--- config.mk ---
export PLATFORM = sky130hd
export DESIGN_NAME = metronome_bar
export DESIGN_NICKNAME = d
export VERILOG_FILES = /design/src/rtl/metronome_pkg.sv /design/src/rtl/seq_divider.sv /design/src/rtl/metronome_bar.sv
export SDC_FILE = /design/constraint.sdc
export NUM_CORES = 1
export LEC_CHECK = 0
export CAP_MARGIN = 5
export CORE_ASPECT_RATIO = 1.75
export CORE_MARGIN = 5
export CORE_UTILIZATION = 50
export CTS_CLUSTER_SIZE = 24
export DETAILED_ROUTE_END_ITERATION = 6
export PLACE_DENSITY_LB_ADDON = 0.15
export SLEW_MARGIN = 10
export SYNTH_ARGS = -nofsm -noshare
export SYNTH_HDL_FRONTEND = slang
export SYNTH_HIERARCHICAL = 1
export SYNTH_SLANG_ARGS = --single-unit
--- constraint.sdc ---
create_clock -name i_clk -period 3.65 [get_ports i_clk]
set_input_delay 1.095 -clock i_clk [delete_from_list [all_inputs] [get_ports i_clk]]
set_output_delay 1.095 -clock i_clk [all_outputs]
set_load 0.005 [all_outputs]
--- src/rtl/metronome_pkg.sv ---
// Shared types and constants for the metronome_bar block.
//   state_e        : metronome run state (stopped / running)
//   BPM_W          : width of the tempo value
//   BPM_STEP_SMALL : tempo change for a +1 / -1 button
//   BPM_STEP_LARGE : tempo change for a +5 / -5 button
//   period_default : beat period in clock cycles for a given clock and tempo
package metronome_pkg;

  typedef enum logic [0:0] {
    StStop,
    StRun
  } state_e;

  localparam int unsigned BPM_W          = 9;
  localparam int unsigned BPM_STEP_SMALL = 1;
  localparam int unsigned BPM_STEP_LARGE = 5;

  // Clock cycles per beat: clk_hz * 60 / bpm, floored.
  function automatic longint unsigned period_default(input longint unsigned clk_hz,
                                                     input longint unsigned bpm);
    return (clk_hz * 64'd60) / bpm;
  endfunction

endpackage

--- src/rtl/seq_divider.sv ---
// Sequential unsigned restoring divider, one quotient bit per cycle.
//   clk_i      : clock
//   rst_ni     : asynchronous active-low reset, aborts any division in flight
//   start_i    : load operands and begin; accepted when idle or on the done cycle
//   dividend_i : W-bit dividend
//   divisor_i  : W-bit divisor (must be non-zero)
//   busy_o     : high from the cycle after start until and including done
//   done_o     : one-cycle pulse, W+1 cycles after start; quotient_o valid then
//   quotient_o : floor(dividend / divisor)
module seq_divider #(
  parameter int unsigned W = 34
) (
  input  logic         clk_i,
  input  logic         rst_ni,
  input  logic         start_i,
  input  logic [W-1:0] dividend_i,
  input  logic [W-1:0] divisor_i,
  output logic         busy_o,
  output logic         done_o,
  output logic [W-1:0] quotient_o
);

  localparam int unsigned CntW = $clog2(W + 1);
  localparam logic [CntW-1:0] LastStep = CntW'(W);

  logic            busy_q, busy_d;
  logic [CntW-1:0] cnt_q, cnt_d;
  logic [W-1:0]    rem_q, rem_d;
  logic [W-1:0]    quo_q, quo_d;
  logic [W-1:0]    div_q, div_d;
  logic [W:0]      rem_shift;
  logic [W:0]      rem_sub;
  logic            fits;

  always_comb begin
    // Shift next dividend bit into the partial remainder, then try to subtract.
    rem_shift = {rem_q, quo_q[W-1]};
    rem_sub   = rem_shift - {1'b0, div_q};
    fits      = rem_shift >= {1'b0, div_q};
    done_o    = busy_q && (cnt_q == LastStep);

    busy_d = busy_q;
    cnt_d  = cnt_q;
    rem_d  = rem_q;
    quo_d  = quo_q;
    div_d  = div_q;

    if (start_i) begin
      busy_d = 1'b1;
      cnt_d  = '0;
      rem_d  = '0;
      quo_d  = dividend_i;
      div_d  = divisor_i;
    end else if (busy_q) begin
      if (cnt_q == LastStep) begin
        busy_d = 1'b0;
      end else begin
        cnt_d = cnt_q + CntW'(1);
        // The remainder stays below the divisor, so W bits always hold it.
        rem_d = fits ? W'(rem_sub) : W'(rem_shift);
        quo_d = {quo_q[W-2:0], fits};
      end
    end
  end

  always_ff @(posedge clk_i or negedge rst_ni) begin
    if (!rst_ni) begin
      busy_q <= 1'b0;
      cnt_q  <= '0;
      rem_q  <= '0;
      quo_q  <= '0;
      div_q  <= '0;
    end else begin
      busy_q <= busy_d;
      cnt_q  <= cnt_d;
      rem_q  <= rem_d;
      quo_q  <= quo_d;
      div_q  <= div_d;
    end
  end

  assign busy_o     = busy_q;
  assign quotient_o = quo_q;

endmodule

--- src/rtl/metronome_bar.sv ---
// Bar-aware metronome with button-stepped tempo.
//   i_clk, i_reset_n   : clock, asynchronous active-low reset
//   i_run              : level, 1 = running
//   i_bpm_plus_1/5, i_bpm_minus_1/5 : single-cycle tempo step pulses
//   i_beats_sel        : requested beats per bar (0 -> 1, clamped to BEATS_MAX)
//   o_trigger          : one-cycle pulse per beat
//   o_accent           : one-cycle pulse with o_trigger on beat 0
//   o_beat_idx         : current beat within the bar
//   o_bpm              : current tempo
//   o_bpm_counter      : beat period in use, in clock cycles
//   o_busy             : period recomputation in progress
module metronome_bar
  import metronome_pkg::*;
#(
  parameter int unsigned CLK_HZ      = 50_000_000,
  parameter int unsigned BPM_MIN     = 30,
  parameter int unsigned BPM_MAX     = 300,
  parameter int unsigned BPM_DEFAULT = 120,
  parameter int unsigned BEATS_MAX   = 8,
  parameter int unsigned CNT_W       = 34
) (
  input  logic             i_clk,
  input  logic             i_reset_n,
  input  logic             i_run,
  input  logic             i_bpm_plus_1,
  input  logic             i_bpm_plus_5,
  input  logic             i_bpm_minus_1,
  input  logic             i_bpm_minus_5,
  input  logic [3:0]       i_beats_sel,
  output logic             o_trigger,
  output logic             o_accent,
  output logic [3:0]       o_beat_idx,
  output logic [BPM_W-1:0] o_bpm,
  output logic [CNT_W-1:0] o_bpm_counter,
  output logic             o_busy
);

  localparam logic [BPM_W:0]   BpmMaxX = (BPM_W + 1)'(BPM_MAX);
  localparam logic [BPM_W:0]   BpmMinX = (BPM_W + 1)'(BPM_MIN);
  localparam logic [BPM_W-1:0] BpmMax  = BPM_W'(BPM_MAX);
  localparam logic [BPM_W-1:0] BpmMin  = BPM_W'(BPM_MIN);
  localparam logic [BPM_W-1:0] BpmDef  = BPM_W'(BPM_DEFAULT);
  localparam logic [BPM_W:0]   StepS   = (BPM_W + 1)'(BPM_STEP_SMALL);
  localparam logic [BPM_W:0]   StepL   = (BPM_W + 1)'(BPM_STEP_LARGE);

  localparam logic [63:0]      DividendFull  = 64'(CLK_HZ) * 64'd60;
  localparam logic [CNT_W-1:0] Dividend      = DividendFull[CNT_W-1:0];
  localparam logic [CNT_W-1:0] PeriodDefault =
      CNT_W'(period_default(64'(CLK_HZ), 64'(BPM_DEFAULT)));

  function automatic logic [3:0] sanitize_beats(input logic [3:0] sel);
    if (sel == 4'd0) begin
      return 4'd1;
    end else if (32'(sel) > BEATS_MAX) begin
      return 4'(BEATS_MAX);
    end
    return sel;
  endfunction

  state_e           state_q, state_d;
  logic [CNT_W-1:0] phase_q, phase_d;
  logic [3:0]       idx_q, idx_d;
  logic [3:0]       beats_q, beats_d;
  logic             trig_q, trig_d;
  logic             acc_q, acc_d;
  logic             beat_wrap;

  logic [BPM_W-1:0] bpm_q, bpm_d;
  logic [BPM_W:0]   bpm_x, bpm_sum, step_amt;
  logic             step_up, step_dn, bpm_changed;

  logic [CNT_W-1:0] period_q, period_d;
  logic [CNT_W-1:0] staged_q, staged_d;
  logic             staged_valid_q, staged_valid_d;
  logic             pending_q, pending_d;

  logic             div_start, div_busy, div_done, result_take;
  logic [CNT_W-1:0] div_quotient;

  // Tempo stepping: highest-priority button wins, saturating at the limits.
  always_comb begin
    bpm_x    = {1'b0, bpm_q};
    step_up  = 1'b0;
    step_dn  = 1'b0;
    step_amt = StepS;
    if (i_bpm_plus_5) begin
      step_up  = 1'b1;
      step_amt = StepL;
    end else if (i_bpm_plus_1) begin
      step_up  = 1'b1;
    end else if (i_bpm_minus_5) begin
      step_dn  = 1'b1;
      step_amt = StepL;
    end else if (i_bpm_minus_1) begin
      step_dn  = 1'b1;
    end
    bpm_sum = bpm_x + step_amt;

    bpm_d = bpm_q;
    if (step_up) begin
      bpm_d = (bpm_sum > BpmMaxX) ? BpmMax : bpm_sum[BPM_W-1:0];
    end else if (step_dn) begin
      bpm_d = (bpm_x < BpmMinX + step_amt) ? BpmMin : BPM_W'(bpm_x - step_amt);
    end
    bpm_changed = (bpm_d != bpm_q);
  end

  // Divider control: a change during a division only marks it stale; the divider
  // restarts on its done cycle with the newest tempo and the stale quotient is dropped.
  always_comb begin
    div_start   = (bpm_changed && !div_busy) || (div_done && (pending_q || bpm_changed));
    result_take = div_done && !pending_q && !bpm_changed;
    pending_d   = pending_q;
    if (div_done) begin
      pending_d = 1'b0;
    end else if (bpm_changed && div_busy) begin
      pending_d = 1'b1;
    end
  end

  seq_divider #(
    .W (CNT_W)
  ) u_divider (
    .clk_i      (i_clk),
    .rst_ni     (i_reset_n),
    .start_i    (div_start),
    .dividend_i (Dividend),
    .divisor_i  ({{(CNT_W - BPM_W){1'b0}}, bpm_d}),
    .busy_o     (div_busy),
    .done_o     (div_done),
    .quotient_o (div_quotient)
  );

  // Run/stop sequencing and beat counting.
  always_comb begin
    state_d   = state_q;
    phase_d   = phase_q;
    idx_d     = idx_q;
    beats_d   = beats_q;
    trig_d    = 1'b0;
    acc_d     = 1'b0;
    beat_wrap = 1'b0;

    unique case (state_q)
      StStop: begin
        phase_d = '0;
        idx_d   = '0;
        beats_d = sanitize_beats(i_beats_sel);
        if (i_run) begin
          state_d = StRun;
          trig_d  = 1'b1;
          acc_d   = 1'b1;
        end
      end
      StRun: begin
        if (!i_run) begin
          state_d = StStop;
          phase_d = '0;
          idx_d   = '0;
        end else if (phase_q == period_q - CNT_W'(1)) begin
          phase_d   = '0;
          trig_d    = 1'b1;
          beat_wrap = 1'b1;
          if (idx_q == beats_q - 4'd1) begin
            // Bar boundary: the only point where a new bar length is taken.
            idx_d   = '0;
            acc_d   = 1'b1;
            beats_d = sanitize_beats(i_beats_sel);
          end else begin
            idx_d = idx_q + 4'd1;
          end
        end else begin
          phase_d = phase_q + CNT_W'(1);
        end
      end
      default: state_d = StStop;
    endcase
  end

  // New periods wait in the staging register so a beat never changes length mid-way.
  always_comb begin
    period_d       = period_q;
    staged_d       = staged_q;
    staged_valid_d = staged_valid_q;
    if (staged_valid_q && (state_q == StStop || beat_wrap)) begin
      period_d       = staged_q;
      staged_valid_d = 1'b0;
    end
    if (result_take) begin
      if (state_q == StStop) begin
        period_d       = div_quotient;
        staged_valid_d = 1'b0;
      end else begin
        staged_d       = div_quotient;
        staged_valid_d = 1'b1;
      end
    end
  end

  always_ff @(posedge i_clk or negedge i_reset_n) begin
    if (!i_reset_n) begin
      state_q        <= StStop;
      phase_q        <= '0;
      idx_q          <= '0;
      beats_q        <= 4'd1;
      trig_q         <= 1'b0;
      acc_q          <= 1'b0;
      bpm_q          <= BpmDef;
      period_q       <= PeriodDefault;
      staged_q       <= PeriodDefault;
      staged_valid_q <= 1'b0;
      pending_q      <= 1'b0;
    end else begin
      state_q        <= state_d;
      phase_q        <= phase_d;
      idx_q          <= idx_d;
      beats_q        <= beats_d;
      trig_q         <= trig_d;
      acc_q          <= acc_d;
      bpm_q          <= bpm_d;
      period_q       <= period_d;
      staged_q       <= staged_d;
      staged_valid_q <= staged_valid_d;
      pending_q      <= pending_d;
    end
  end

  // Dropping i_run silences the pulses in the same cycle.
  assign o_trigger     = trig_q && i_run;
  assign o_accent      = acc_q && i_run;
  assign o_beat_idx    = idx_q;
  assign o_bpm         = bpm_q;
  assign o_bpm_counter = period_q;
  assign o_busy        = div_busy;

endmodule
# [After elaboration in Yosys (flattened, before gate mapping)]
# Index checks and enable logic that the tools add are counted.
[word_totals] ff_bits=208 latchBits=0 ramBits=0 mem_bits_ro=0 in_bits=11 output_inout_bits=50 n_memories=0
[op_classes] add_sub_neg=9 multipliers=0 div_mod_pow=0 n_lt_le_gt_ge=4 n_eq_ne=9 n_shift=0 mux=65 n_bitwise=1 n_reduce_logical=22
[op_table] op="2-to-1 mux 34 bit" count=12
[op_table] op="one-hot mux 34 bit (2 select lines)" count=1
[op_table] op="2-to-1 mux 4 bit" count=10
[op_table] op="2-to-1 mux 9 bit" count=4
[op_table] op="greater-or-equal comparator 35 x 9 -> 1 bit" count=1
[op_table] op="adder 34 x 1 -> 34 bit (second input constant)" count=1
[op_table] op="equality test 34 bit" count=1
[op_table] op="subtractor 34 x 1 -> 34 bit (second input constant)" count=1
[op_table] op="subtractor 34 x 9 -> 34 bit" count=1
[op_table] op="2-to-1 mux 1 bit" count=28
[op_table] op="2-to-1 mux 6 bit" count=3
[op_table] op="one-hot mux 4 bit (2 select lines)" count=2
[op_table] op="adder 5 x 10 -> 10 bit (first input constant)" count=1
[op_table] op="adder 9 x 10 -> 10 bit" count=1
[op_table] op="greater-than comparator 10 x 9 -> 1 bit (second input constant)" count=1
[op_table] op="less-than comparator 9 x 10 -> 1 bit" count=1
[op_table] op="logical AND 1 bit" count=9
[op_table] op="2-to-1 mux 3 bit" count=3
[op_table] op="!= test 9 bit" count=1
[op_table] op="subtractor 9 bit" count=1
[op_table] op="adder 6 x 1 -> 6 bit (second input constant)" count=1
[op_table] op="equality test 6 bit (second input constant)" count=1
[op_table] op="nonzero test 2 bit" count=3
[op_table] op="adder 4 x 1 -> 4 bit (second input constant)" count=1
[op_table] op="other kinds (13)" count=21

# [Longest topological paths before layout]
[logic_depth] word_depth=14 mapped_depth=19 mapped_depth_nobuf=16

# [Hierarchy]
# Netlist, hierarchy kept.
[by_module_without_submodules] mod="metronome_bar" instances=1 cells_per_inst=836 area_each_um2=8097.8 seq_area_each_um2=3139.3
[by_module_without_submodules] mod="seq_divider" instances=1 cells_per_inst=816 area_each_um2=7050.5 seq_area_each_um2=2727.6

# [Worst setup path before layout]
# No wires, ideal clock.
[synth_path] path_type="input to register" from="in i_bpm_plus_1" to="reg u_divider.rem_q[21]" setup_ns=0.099 arrival_ns=4.535 t_required_ns=3.551 path_slack_ns=-0.984 cell_stages=17 path_buffers=4 cell_sequence="inv_1 -> a21o_1 -> ha_1 -> buf_4 -> xnor2_2 -> and4bb_1 -> o41ai_2 -> a31oi_1 -> nor3_1 -> mux2_2 -> a211oi_2 -> nor2_1 -> a2bb2oi_1 -> clkbuf_1 -> clkbuf_1 -> clkbuf_1 -> a311oi_1"
[synth_between] elab_chain_cells=13 word_cells_on_any_way=24
[synth_rtl] item="start: declaration" line_no="metronome_bar.sv:25" text="input logic i_bpm_plus_1,"
[synth_rtl] item="2-to-1 mux 3 bit" line_no="metronome_bar.sv:89" text="end else if (i_bpm_plus_1) begin"
[synth_rtl] item="2-to-1 mux 3 bit" line_no="metronome_bar.sv:86" text="if (i_bpm_plus_5) begin"
[synth_rtl] item="adder 5 x 10 -> 10 bit" line_no="metronome_bar.sv:103" text="bpm_d = (bpm_x < BpmMinX + step_amt) ? BpmMin : BPM_W'(bpm_x - step_amt);"
[synth_rtl] item="less-than comparator 9 x 10 -> 1 bit" line_no="metronome_bar.sv:103"
[synth_rtl] item="2-to-1 mux 9 bit" line_no="metronome_bar.sv:103"
[synth_rtl] item="2-to-1 mux 9 bit" line_no="metronome_bar.sv:102" text="end else if (step_dn) begin"
[synth_rtl] item="2-to-1 mux 9 bit *" line_no="metronome_bar.sv:100" text="if (step_up) begin"
[synth_rtl] item="!= test 9 bit *" line_no="metronome_bar.sv:105" text="bpm_changed = (bpm_d != bpm_q);"
[synth_rtl] item="logical OR 1 bit" line_no="metronome_bar.sv:111" text="div_start = (bpm_changed && !div_busy) || (div_done && (pending_q || bpm_changed));"
[synth_rtl] item="logical AND 1 bit" line_no="metronome_bar.sv:111"
[synth_rtl] item="logical OR 1 bit *" line_no="metronome_bar.sv:111"
[synth_rtl] item="net div_start" line_no="metronome_bar.sv:77" text="logic div_start, div_busy, div_done, result_take;"
[synth_rtl] item="!= test 2 bit (no line) or nonzero test 2 bit (tied branches)"
[synth_rtl] item="AND reduction 2 bit (no line)"
[synth_rtl] item="end signal: assignment" line_no="seq_divider.sv:76" text="rem_q <= rem_d;"
[synth_rtl] item="end: declaration" line_no="seq_divider.sv:28" text="logic [W-1:0] rem_q, rem_d;"
# The timed path passes the listed nets; every way through them passes the cells marked *.
# A chain may end at the register's enable or synchronous reset.

# [Final worst setup path]
[layout_path] from="in i_bpm_plus_1" to="reg staged_q[14]"
[layout_between] elab_chain_cells=11 word_cells_on_any_way=19
[layout_rtl] item="2-to-1 mux 3 bit" line_no="metronome_bar.sv:89"
[layout_rtl] item="2-to-1 mux 3 bit" line_no="metronome_bar.sv:86"
[layout_rtl] item="adder 5 x 10 -> 10 bit" line_no="metronome_bar.sv:103"
[layout_rtl] item="less-than comparator 9 x 10 -> 1 bit" line_no="metronome_bar.sv:103"
[layout_rtl] item="2-to-1 mux 9 bit" line_no="metronome_bar.sv:103"
[layout_rtl] item="2-to-1 mux 9 bit" line_no="metronome_bar.sv:102"
[layout_rtl] item="2-to-1 mux 9 bit *" line_no="metronome_bar.sv:100"
[layout_rtl] item="!= test 9 bit *" line_no="metronome_bar.sv:105"
[layout_rtl] item="zero test 1 bit *" line_no="metronome_bar.sv:112" text="result_take = div_done && !pending_q && !bpm_changed;"
[layout_rtl] item="logical AND 1 bit *" line_no="metronome_bar.sv:112"
[layout_rtl] item="AND reduction 2 bit (no line) *"
[layout_rtl] item="end signal: assignment" line_no="metronome_bar.sv:210" text="staged_q <= PeriodDefault;"
[layout_rtl] item="end signal: assignment" line_no="metronome_bar.sv:222" text="staged_q <= staged_d;"
[layout_rtl] item="end: declaration" line_no="metronome_bar.sv:73" text="logic [CNT_W-1:0] staged_q, staged_d;"
# Every way passes the cells marked *; elsewhere a longest branch is shown, timed or not.

==> summary.txt <==
Detailed routing
  – Avg WL per Cell: 19.3 µm
  – DRT Pass-1 Iters: 7
  – Final Routed Wirelength: 43400 µm
  – ANT nets after route: 0
  – Routed vias: 13.1k
  – Number of remaining DRC errors: 0
  – DRT iter0 DRCs: about 630
  – Vias per cell: 5.83

CTS
  – Clock buffers created by TritonCTS: 25
  – Worst-path clk slew: 0.06 ns
  – Root Buffer: clkbuf_16
  – H-tree lvl count: 1
  – Max Buffers Root-to-Sink: 3
  – Clock sink count: 233
  – CTS tree: done
  – Hold-fix buffers, CTS: 0
  – Clk Latency, worst-skew pair: approximately 0.54 ns

Finish
  – Area grow syn2layout: 28.1%
  – Most common cell after layout, fill and taps aside: dfrtp_1
  – Nets: 1904
  – Layout cell share with drive strength beyond 1: 23.2%
  – Final Core Density: roughly two thirds
  – Most frequent cells in the layout: dfrtp_1, nand2_1, nor2_1
  – Fin area: 19400 µm²
  – Diodes inserted: 0
  – Final std cells w/o fill: 2249

Critical path
  – Worst path required time: 4.10 ns
  – CP max FO: 8
  – Startpoint types: input pin
  – Worst setup EP type: flop
  – Kind of critical path: input pin to flop
  – WP data arrival: approximately 4.3 ns

Placed design
  – # port buffers: 60
  – Placed cell area: 17000 µm²
  – Cell count after placement: 2157
  – Post-DP HPWL: between 20000 and 30000 µm
  – GPL Wtd Cong: about 0.94

GRT
  – Number of global-route vias before repair: 13.5k
  – Grt ovf: 0
  – Initial antenna violation count: 0
  – Largest net degree at the start of global routing: 87
  – Global-route wire length before repair: 69200 µm
  – Total track usage: 24.7%

Die
  – I/O Pins: between 60 and 70
  – Initial Util: between 50% and 60%
  – Row Count: 84
  – Core ar.: 30000 µm²
  – Die width: ~140 µm
  – Height of the chip: 240 µm
  – Die area: between 30000 and 40000 µm²

Yosys
  – Yosys warnings: 6
  – Post-synth EDFFs: 0
  – Post-synthesis cell type count: 106
  – Sequential area share after synthesis: 38.7%
  – Ys async rst share: 100%
  – Synthesized area per cell: 9.17 µm²
  – Mapped Cells: 1652
  – Dominant synthesized flop cell: dfrtp_1
  – FF+latch count, synth: 233
  – Mapped Area: 15100 µm²

Run
  – Max cap viols: 0

Timing
  – Final period util: 106%
  – Pins Over Slew Limit: 0
  – Skew final: 0.0154 ns
  – RSZ-0062 raised after global routing: true
  – Setup WS post-layout: -0.222 ns
  – Setup-failing EPs final: around 160
  – FMAX: 0.258 GHz
  – Final hold viol count: 0
  – Worst slew pin tran: around 0.93 ns
  – Period minus WS final: ~3.9 ns
  – Worst slew margin: 38.1%

Pwr
  – PwrDens: 899 nW/µm²
  – Max VDD drop: 757 µV
  – Leak Pwr: 0.00909 µW

Run status
  – Violations in the final reports: negative setup slack
  – Outcome: finished, violations left

Hold path
  – Worst hold path class: flop to flop
[state kept, by name, indices dropped and copies added, names as in the netlist]
name / flops
u_divider/quotient_o: 34
phase_q: 34
u_divider/rem_q: 34
pending_q: 1
o_beat_idx: 4
state_q: 1
acc_q: 1
staged_valid_q: 1
trig_q: 1
staged_q: 34
u_divider/cnt_q: 6
u_divider/div_q: 34
u_divider/busy_o: 1
o_bpm: 9
o_bpm_counter: 34
beats_q: 4
[logic make-up (layout without fill, tap and decap cells)]
kind of cell / after synthesis / in the layout / share of synthesized area, %
adders and majority gates: 49 / 49 / 4.10
other: 2 / 59 / 0.0496
muxes: 112 / 112 / 7.78
and+or+nand+nor: 563 / 563 / 19.7
xor gates and xnor gates: 113 / 113 / 6.58
buffers and inverters: 201 / 354 / 6.06
DFF: 233 / 233 / 38.7
AOI/OAI and AO/OA: 379 / 379 / 17.0
[power breakdown]
part / switching, µW / internal, µW / total, µW
Combinational: 5750 / 4950 / 10700
Sequential: 606 / 3370 / 3980
Clock: 1080 / 1680 / 2760
Total: 7440 / 10000 / 17400
[critical path, stage by stage]
cell and delay [ns]:
buf_8 0.07, inv_2 0.02, a21o_1 0.20, ha_4 0.34, xnor2_4 0.13, and4bb_1 0.24
o41ai_4 0.37, a31oi_2 0.15, nor3_2 0.23, mux2_4 0.34, a211oi_4 0.20, buf_6 0.17
nand3_4 0.13, bufbuf_16 0.33, mux2_1 0.32
[cells in the mapped netlist (9+ instances only)]
library cell | number | share of area (%)
a211oi_1 | 18 | 0.89
a21o_1 | 23 | 1.1
a21oi_1 | 70 | 2.3
a311oi_1 | 19 | 1.1
a32oi_1 | 36 | 2.1
and2_1 | 39 | 1.6
and3_1 | 13 | 0.54
buf_2 | 20 | 0.66
buf_6 | 11 | 0.82
clkbuf_1 | 56 | 1.4
dfrtp_1 | 204 | 34
dfstp_2 | 29 | 5.0
ha_1 | 48 | 4.0
inv_1 | 98 | 2.4
mux2_1 | 30 | 2.2
mux2i_1 | 72 | 4.8
nand2_1 | 162 | 4.0
nand2b_1 | 9 | 0.37
nand3_1 | 46 | 1.5
nand3b_1 | 9 | 0.45
nand4_1 | 27 | 1.1
nor2_1 | 120 | 3.0
nor3_1 | 27 | 0.89
nor4_1 | 19 | 0.78
o211ai_1 | 10 | 0.50
o21ai_0 | 106 | 3.5
o21ai_1 | 10 | 0.33
o31ai_1 | 10 | 0.50
or3_1 | 13 | 0.54
or4_1 | 10 | 0.50
xnor2_1 | 61 | 3.5
xor2_1 | 51 | 2.9
[layout make-up]
| cell class | instances | area (µm²) |
|---|---|---|
| fillers | 2475 | 10600 |
| multi-input cells | 1275 | 9340 |
| flip-flops and latches | 233 | 5870 |
| repair buffers | 211 | 2470 |
| clock buffers | 35 | 693 |
| well taps | 387 | 484 |
| inverters | 98 | 368 |
| clock inverters | 10 | 181 |
[layer usage]
| layer | up-vias | global-route usage (%) | part of all wire, % |
|---|---|---|---|
| li1 | 6237 | - | - |
| met4 | 0 | 12.7 | 5.6 |
| met1 | 6466 | 26.5 | 36 |
| met3 | 129 | 2.07 | 2.6 |
| met5 | - | 0 | 0 |
| met2 | 282 | 47.4 | 56 |
[final timing paths]
kind | start | end | slack [ns] | depth (start not counted)
max in group asynchronous | i_reset_n | o_bpm_counter[14] | 2.25 | 2
hold reg to reg | staged_q[31] | staged_q[31] | 0.50 | 1
setup / recovery | i_bpm_plus_1 | staged_q[14] | -0.22 | 15
setup reg to reg | o_bpm_counter[3] | o_bpm_counter[25] | 0.12 | 12
min in group asynchronous | i_reset_n | beats_q[1] | 0.55 | 1
hold / removal | staged_q[31] | staged_q[31] | 0.50 | 1
[metrics by stage]
| step | hold slack [ns] | worst slack [ns] | total power (µW) | TNS [ns] |
|---|---|---|---|---|
| 6_report | 0.499 | -0.222 | 17400 | -18.40 |
| 5_1_grt | 0.503 | -0.334 | 18700 | -38.53 |
| 4_1_cts | 0.498 | -0.315 | 16800 | -37.96 |
| 3_5_place_dp | 0.482 | -1.45 | 12700 | -238.09 |
| 3_3_place_gp | 0.474 | -1.38 | 12500 | -229.87 |
| 2_1_floorplan | 0.465 | -0.699 | 10600 | -99.62 |
[timing repair]
| item | CTS | global route |
|---|---|---|
| gates resized for setup | 180 | 107 |
| pin swaps | 18 | 37 |
| endpoints found under the setup margin | 181 | 217 |
| gates cloned | 17 | 7 |
| buffers inserted | 18 | 13 |
No activity file was read; power rests on OpenSTA's default activity.
